## src/rtl/st2bus.sv

```systemverilog
`timescale 1ns/1ps
// st2bus: packs decoder Avalon-ST symbols into wide bus words for the memory
// writer. A word is assembled in an accumulator (ACC) and then moved into an
// output holding register (OUT). The holding register drives the bus and stays
// stable until the writer accepts the word. The low bits of each word carry a
// sideband header: sof, eof, err, nsym and word_idx.
module st2bus #(
   parameter int BUS            = 534,
   parameter int ST_PER_BUS     = 512,
   parameter int NUM_ST_PER_BUS = 42,
   parameter int ST             = 12,
   parameter int MAX_ST_PER_PKT = 1028
) (
   input  logic            clk_st,
   input  logic            rst_n,
   input  logic [ST-1:0]   st_data,
   input  logic            st_valid,
   input  logic            st_sop,
   input  logic            st_eop,
   input  logic            st_error,
   output logic            st_ready,
   output logic [BUS-1:0]  bus_data,
   output logic            bus_en,
   input  logic            bus_ready,
   output logic            pkt_done,
   output logic            err_drop
);

   localparam int HDR_W = BUS - ST_PER_BUS;
   localparam int ACC_W = NUM_ST_PER_BUS * ST;
   localparam int CNT_W = 6;
   localparam int SYM_W = 14;
   localparam int IDX_W = 7;

   typedef enum logic {S_IDLE = 1'b0, S_PKT = 1'b1} state_t;

   // Accumulator and packet tracking state
   state_t              r_state;
   logic [CNT_W-1:0]    r_acc_cnt;
   logic                r_acc_full;
   logic                r_acc_sof;
   logic                r_acc_eof;
   logic                r_acc_err;
   logic [SYM_W-1:0]    r_sym_cnt;
   logic                r_st_ready;
   logic                r_err_drop;

   // Output holding register state
   logic [BUS-1:0]      r_bus_data;
   logic                r_bus_en;
   logic                r_pkt_done;
   logic [IDX_W-1:0]    r_word_idx;

   logic                w_accept;
   logic                w_move;
   logic                w_xfer;
   logic                w_write;
   logic                w_drop;
   logic                w_close;
   logic                w_close_eof;
   logic                w_close_err;
   logic                w_acc_full_next;
   logic [CNT_W-1:0]    w_slot;
   logic [CNT_W-1:0]    w_cnt_inc;
   logic [SYM_W-1:0]    w_sym_inc;
   logic [IDX_W-1:0]    w_idx_use;
   logic [HDR_W-1:0]    w_header;
   logic [ST_PER_BUS-1:0] w_payload;

   assign w_accept  = st_valid && r_st_ready;
   // OUT is free when empty, or when its word transfers in this same cycle.
   assign w_move    = r_acc_full && (!r_bus_en || bus_ready);
   assign w_xfer    = r_bus_en && bus_ready;
   // A packet always opens at slot 0, whatever the counter says.
   assign w_slot    = (r_state == S_IDLE) ? '0 : r_acc_cnt;
   assign w_cnt_inc = w_slot + CNT_W'(1);
   assign w_sym_inc = r_sym_cnt + SYM_W'(1);
   // The first word of a packet restarts the index at zero.
   assign w_idx_use = r_acc_sof ? '0 : r_word_idx;
   assign w_acc_full_next = (r_acc_full && !w_move) || w_close;

   // Decode what the accepted beat does to the accumulator this cycle.
   always_comb begin
      w_write     = 1'b0;
      w_drop      = 1'b0;
      w_close     = 1'b0;
      w_close_eof = 1'b0;
      w_close_err = 1'b0;
      if (w_accept) begin
         if (r_state == S_IDLE) begin
            if (st_sop) begin
               w_write = 1'b1;
               if (st_eop) begin
                  w_close     = 1'b1;
                  w_close_eof = 1'b1;
                  w_close_err = st_error;
               end
            end else begin
               w_drop = 1'b1;
            end
         end else begin
            if (st_sop) begin
               // A new sop inside a packet: abort the current packet, drop the beat.
               w_drop      = 1'b1;
               w_close     = 1'b1;
               w_close_eof = 1'b1;
               w_close_err = 1'b1;
            end else begin
               w_write = 1'b1;
               if (st_eop) begin
                  w_close     = 1'b1;
                  w_close_eof = 1'b1;
                  w_close_err = st_error;
               end else if (w_sym_inc == SYM_W'(MAX_ST_PER_PKT)) begin
                  w_close     = 1'b1;
                  w_close_eof = 1'b1;
                  w_close_err = 1'b1;
               end else if (w_cnt_inc == CNT_W'(NUM_ST_PER_BUS)) begin
                  w_close = 1'b1;
               end
            end
         end
      end
   end

   genvar gi;
   generate
      for (gi = 0; gi < NUM_ST_PER_BUS; gi++) begin : g_slot
         logic [ST-1:0] r_sym;
         // Each slot captures its symbol once per word and clears when the word moves to OUT.
         always_ff @(posedge clk_st or negedge rst_n) begin
            if (!rst_n) begin
               r_sym <= '0;
            end else if (w_move) begin
               r_sym <= '0;
            end else if (w_write && (w_slot == CNT_W'(gi))) begin
               r_sym <= st_data;
            end
         end
         assign w_payload[gi*ST +: ST] = r_sym;
      end
      if (ST_PER_BUS > ACC_W) begin : g_pad
         assign w_payload[ST_PER_BUS-1:ACC_W] = '0;
      end
   endgenerate

   // Assemble the sideband header for the word sitting in ACC.
   always_comb begin
      w_header       = '0;
      w_header[0]    = r_acc_sof;
      w_header[1]    = r_acc_eof;
      w_header[2]    = r_acc_err;
      w_header[8:3]  = r_acc_cnt;
      w_header[15:9] = w_idx_use;
   end

   // Packet FSM, accumulator bookkeeping and the registered ready/drop outputs.
   always_ff @(posedge clk_st or negedge rst_n) begin
      if (!rst_n) begin
         r_state    <= S_IDLE;
         r_acc_cnt  <= '0;
         r_acc_full <= 1'b0;
         r_acc_sof  <= 1'b0;
         r_acc_eof  <= 1'b0;
         r_acc_err  <= 1'b0;
         r_sym_cnt  <= '0;
         r_st_ready <= 1'b0;
         r_err_drop <= 1'b0;
      end else begin
         // Ready looks one cycle ahead so a closing word costs exactly one bubble.
         r_st_ready <= !w_acc_full_next;
         r_acc_full <= w_acc_full_next;
         r_err_drop <= w_drop;
         if (w_move) begin
            r_acc_cnt <= '0;
            r_acc_sof <= 1'b0;
            r_acc_eof <= 1'b0;
            r_acc_err <= 1'b0;
         end
         if (w_write) begin
            r_acc_cnt <= w_cnt_inc;
         end
         if (w_close) begin
            r_acc_eof <= w_close_eof;
            r_acc_err <= w_close_err;
         end
         if (w_accept) begin
            case (r_state)
               S_IDLE: begin
                  if (st_sop) begin
                     r_acc_sof <= 1'b1;
                     r_sym_cnt <= SYM_W'(1);
                     if (!st_eop) begin
                        r_state <= S_PKT;
                     end
                  end
               end
               S_PKT: begin
                  if (st_sop) begin
                     r_state <= S_IDLE;
                  end else begin
                     r_sym_cnt <= w_sym_inc;
                     if (w_close_eof) begin
                        r_state <= S_IDLE;
                     end
                  end
               end
               default: r_state <= S_IDLE;
            endcase
         end
      end
   end

   // Output holding register: load on move, hold while stalled, done pulse after eof transfer.
   always_ff @(posedge clk_st or negedge rst_n) begin
      if (!rst_n) begin
         r_bus_data <= '0;
         r_bus_en   <= 1'b0;
         r_pkt_done <= 1'b0;
         r_word_idx <= '0;
      end else begin
         r_pkt_done <= w_xfer && r_bus_data[1];
         if (w_move) begin
            r_bus_data <= {w_payload, w_header};
            r_bus_en   <= 1'b1;
            r_word_idx <= w_idx_use + IDX_W'(1);
         end else if (w_xfer) begin
            r_bus_en <= 1'b0;
         end
      end
   end

   assign st_ready = r_st_ready;
   assign bus_data = r_bus_data;
   assign bus_en   = r_bus_en;
   assign pkt_done = r_pkt_done;
   assign err_drop = r_err_drop;

endmodule

```

## config.mk

```make
export PLATFORM = sky130hd
export DESIGN_NAME = st2bus
export DESIGN_NICKNAME = d
export VERILOG_FILES = /design/src/rtl/st2bus.sv
export SDC_FILE = /design/constraint.sdc
export NUM_CORES = 2
export LEC_CHECK = 0
export BUFFER_PORTS_ARGS = -buffer_cell sky130_fd_sc_hd__buf_4
export CELL_PAD_IN_SITES_DETAIL_PLACEMENT = 0
export CELL_PAD_IN_SITES_GLOBAL_PLACEMENT = 1
export CORE_MARGIN = 2
export CORE_UTILIZATION = 44
export CTS_CLUSTER_SIZE = 24
export DETAILED_ROUTE_END_ITERATION = 8
export PLACE_DENSITY_LB_ADDON = 0.1
export SYNTH_ARGS = -nofsm -noshare
export SYNTH_HDL_FRONTEND = slang
export SYNTH_SLANG_ARGS = --single-unit
export TNS_END_PERCENT = 20
```

## constraint.sdc

```tcl
create_clock -name clk_st -period 3 [get_ports clk_st]
set_input_delay 0.45 -clock clk_st [delete_from_list [all_inputs] [get_ports clk_st]]
set_output_delay 0.45 -clock clk_st [all_outputs]
set_load 0.005 [all_outputs]
```

==> Flow_metrics.wiki <==
{| class="wikitable"
! Metric !! Value
|-
| Outcome || complete, no violations
|-
| Grt total ovfl || 0
|-
| Port Buffers || 542
|-
| Worst VDD drop || approximately 0.46 mV
|-
| Cells after synthesis || 4679
|-
| CP Launch Type || flop
|-
| Most frequent cells in the layout || nand2_1 (2419), dfrtp_1 (1060), buf_4 (627), a21oi_1 (399), nor2_1 (120)
|-
| Tightest Hold Check Type || in -> reg
|-
| Maximum operating frequency || 372 MHz
|-
| Clock network latency to the later pin of the worst-skew pair || 0.69 ns
|-
| Aggregate global-route resource usage || 26.8%
|-
| Via count of the first global-routing pass || 32200
|-
| Count of standard-cell rows || 113
|-
| Height of the chip || 314 um
|-
| Pleak || 27.6 nW
|-
| Synth Register Bits || 1060
|-
| First-pass GRT wire length || roughly 200000 um
|-
| Warning count from the yosys run || 0
|-
| Number of enable-type register cells in the synthesized netlist || 0
|-
| Worst Path Class, Setup || reg -> reg
|-
| Worst-path maximum fanout || 12
|-
| Buffer depth of the longest clock path || 3
|-
| Most common cell after layout, fill and taps aside || nand2_1
|-
| Floorplan die area || 98800 um2
|-
| Initial DRC Count || 2751
|-
| Residual DRC || 0
|-
| Syn Std Cell Area || between 40000 and 50000 um2
|-
| Maximum number of pins on one net before global-route repair || 123
|-
| Critical path required time || 3.60 ns
|-
| CTS tree || built
|-
| Biggest area consumer among synthesized cells || dfrtp_1
|-
| Worst-case reg-to-reg path depth || 6
|-
| Initial antenna violation count || 3
|-
| Average size of a mapped cell || 9.05 um2
|-
| Unrepaired setup endpoints after global routing || false
|-
| Average vias per placed instance || 5.07
|-
| Routability-driven placement congestion ratio || 0.793
|-
| Minimum period implied by the final worst setup slack || 2.68 ns
|-
| Final hold violation count || 0
|-
| Fin crit share || 89.5%
|-
| Relative area change from synthesis to final layout || 21.6%
|-
| Routed WL per cell || slightly above 20 um
|-
| Crit end category || flop
|-
| DPL Wire Length || 82600 um
|-
| Inserted Clock Buffers || 113
|-
| Instance count along the most critical hold path || 2
|-
| Max cap viols || 0
|-
| Post-DRT Antenna Nets || 0
|-
| Yosys cell types || 61
|-
| Cell at the root of the clock tree || clkbuf_16
|-
| Share of the core filled with cells || a little over half
|-
| Drt first pass iters || 7
|-
| Total negative slack for setup checks || 0 ns
|-
| Share of synthesized area occupied by flip-flops and latches || around 63%
|-
| Die width || 314 um
|-
| Layout cells sized above 1 || 17.2%
|-
| Layout Skew || 0.0210 ns
|-
| Total power after layout || 0.0338 W
|-
| Cell Count Post-Placement || 6268
|-
| Pin slew with the least headroom to its limit || 1.10 ns
|-
| Count of clock tree sinks || 1060
|-
| Post-synth top area share || a little over three fifths
|-
| Sequential cell area || 26500 um2
|-
| Worst Path Arrival || about 3.3 ns
|-
| Share of synthesized registers carrying an async set or reset || 100%
|-
| Area of the multi-input gates || approximately 14000 um2
|-
| Most area-consuming cells after synthesis || dfrtp_1 (63%), nand2_1 (21%), a21oi_1 (4.7%), mux2i_1 (2.3%), clkbuf_1 (2.0%)
|-
| Standard cell core area || 95200 um2
|-
| Wire length reported by the detailed router || 132000 um
|-
| Max-slew violation count || 0
|-
| Number of fill cells || about 8900
|-
| Initial Utilization || 44.5%
|-
| Top_reg_cell synth || dfrtp_1
|-
| Worst slack at placement || 0.211 ns
|-
| Clock-pin slew reported for the worst setup and hold paths after clock tree synthesis || 0.06 ns
|-
| Via Count || 32800
|-
| Max_slew headroom || 26.6%
|-
| Number of ports placed on the die boundary || between 500 and 600
|-
| Filler-free cell count of the finished design || 6472
|-
| Power Density || 657 nW/um2
|-
| Setup-failing EPs final || 0
|-
| Nets@finish || ~5000
|-
| Buffers inserted during post-CTS setup optimization || 0
|-
| Number of H-tree branching levels || 3
|-
| PnR worst setup slack || 0.315 ns
|}
[metal layers]
layer | routed length, um | global-route usage (%)
met5 | 41 | 0
met4 | 2970 | 7.45
met2 | 62300 | 42.0
met1 | 58300 | 38.2
met3 | 8410 | 5.18
[cell type report]
type	count	area share, %
tap	1265	3.07
antenna	1	0.00486
clock buffer	163	6.33
multi-input combinational	3275	27.6
inverter	3	0.0219
timing repair buffer	666	10.6
sequential	1060	51.5
clock inverter	39	0.838
[stage by stage]
step	instance area, um2	hold WS, ns
2_1_floorplan	42400	0.154
3_3_place_gp	47800	0.446
3_5_place_dp	47800	0.448
4_1_cts	51500	0.0169
5_1_grt	51500	0.0558
6_report	51500	0.0507
[where the power goes]
part	switching (W)	internal [W]
logic	0.00352	0.00117
registers	0.000399	0.0147
clock network	0.00581	0.00819
total	0.00974	0.0241
[critical path: stages (launching register included)]
cell and delay [ns]:
dfrtp_1 0.49, nand2_1 0.19, ha_1 0.70, nand2_1 0.41, nor2_2 0.54, nand2_1 0.10, a21oi_1 0.16
[registers in the layout, indices dropped and copies added, names as in the netlist]
signal,count
r_word_idx,7
pkt_done,1
bus_en,1
bus_data,520
st_ready,1
r_acc_sof,1
err_drop,1
r_acc_eof,1
g_slot.r_sym,504
r_sym_cnt,14
r_acc_err,1
r_acc_full,1
r_state,1
r_acc_cnt,6
[path summary, 6_finish.rpt]
kind | from | to | slack (ns)
setup reg to reg | r_state$_DFFE_PN0P_ | g_slot[32].r_sym[0]$_DFFE_PN0P_ | 0.32
setup / recovery | r_state$_DFFE_PN0P_ | g_slot[32].r_sym[0]$_DFFE_PN0P_ | 0.32
max in group asynchronous | rst_n | bus_data[76]$_DFFE_PN0P_ | 1.67
min in group asynchronous | rst_n | g_slot[21].r_sym[10]$_DFFE_PN0P_ | 0.37
hold reg to reg | g_slot[23].r_sym[3]$_DFFE_PN0P_ | bus_data[301]$_DFFE_PN0P_ | 0.46
hold / removal | bus_ready | pkt_done$_DFF_PN0_ | 0.05
[synth_stat cells (6+ instances only)]
master and instances:
o21ai_0 23, buf_6 9, and3_1 8, buf_2 60, a21oi_2 17, nand4_1 7, a22o_1 12, nor2_1 122
a21oi_1 399, nor3_1 8, a21o_1 6, dfrtp_1 1060, ha_1 8, mux2i_1 99, nand2_1 2420, nor2_4 10
nand3_1 49, nor2_2 10, clkbuf_1 228, buf_4 52, nand2b_1 6
[logic make-up after synthesis]
group / after synthesis / synth area share, %
and+or+nand+nor: 2670 / 24.5
muxes: 101 / 2.39
buffers and inverters: 357 / 3.99
other: 1 / 0.00885
xor gates and xnor gates: 3 / 0.0620
adders and majority gates: 8 / 0.236
AOI/OAI and AO/OA: 479 / 6.14
DFF: 1060 / 62.6
[timing repair]
item | 4_1_cts | 5_1_grt
hold endpoints to repair | 32 | 0
hold buffers | 1 | 0
setup endpoints to repair | 0 | 20
gates resized for setup | 0 | 1
Power figures use the tool's default switching activity.
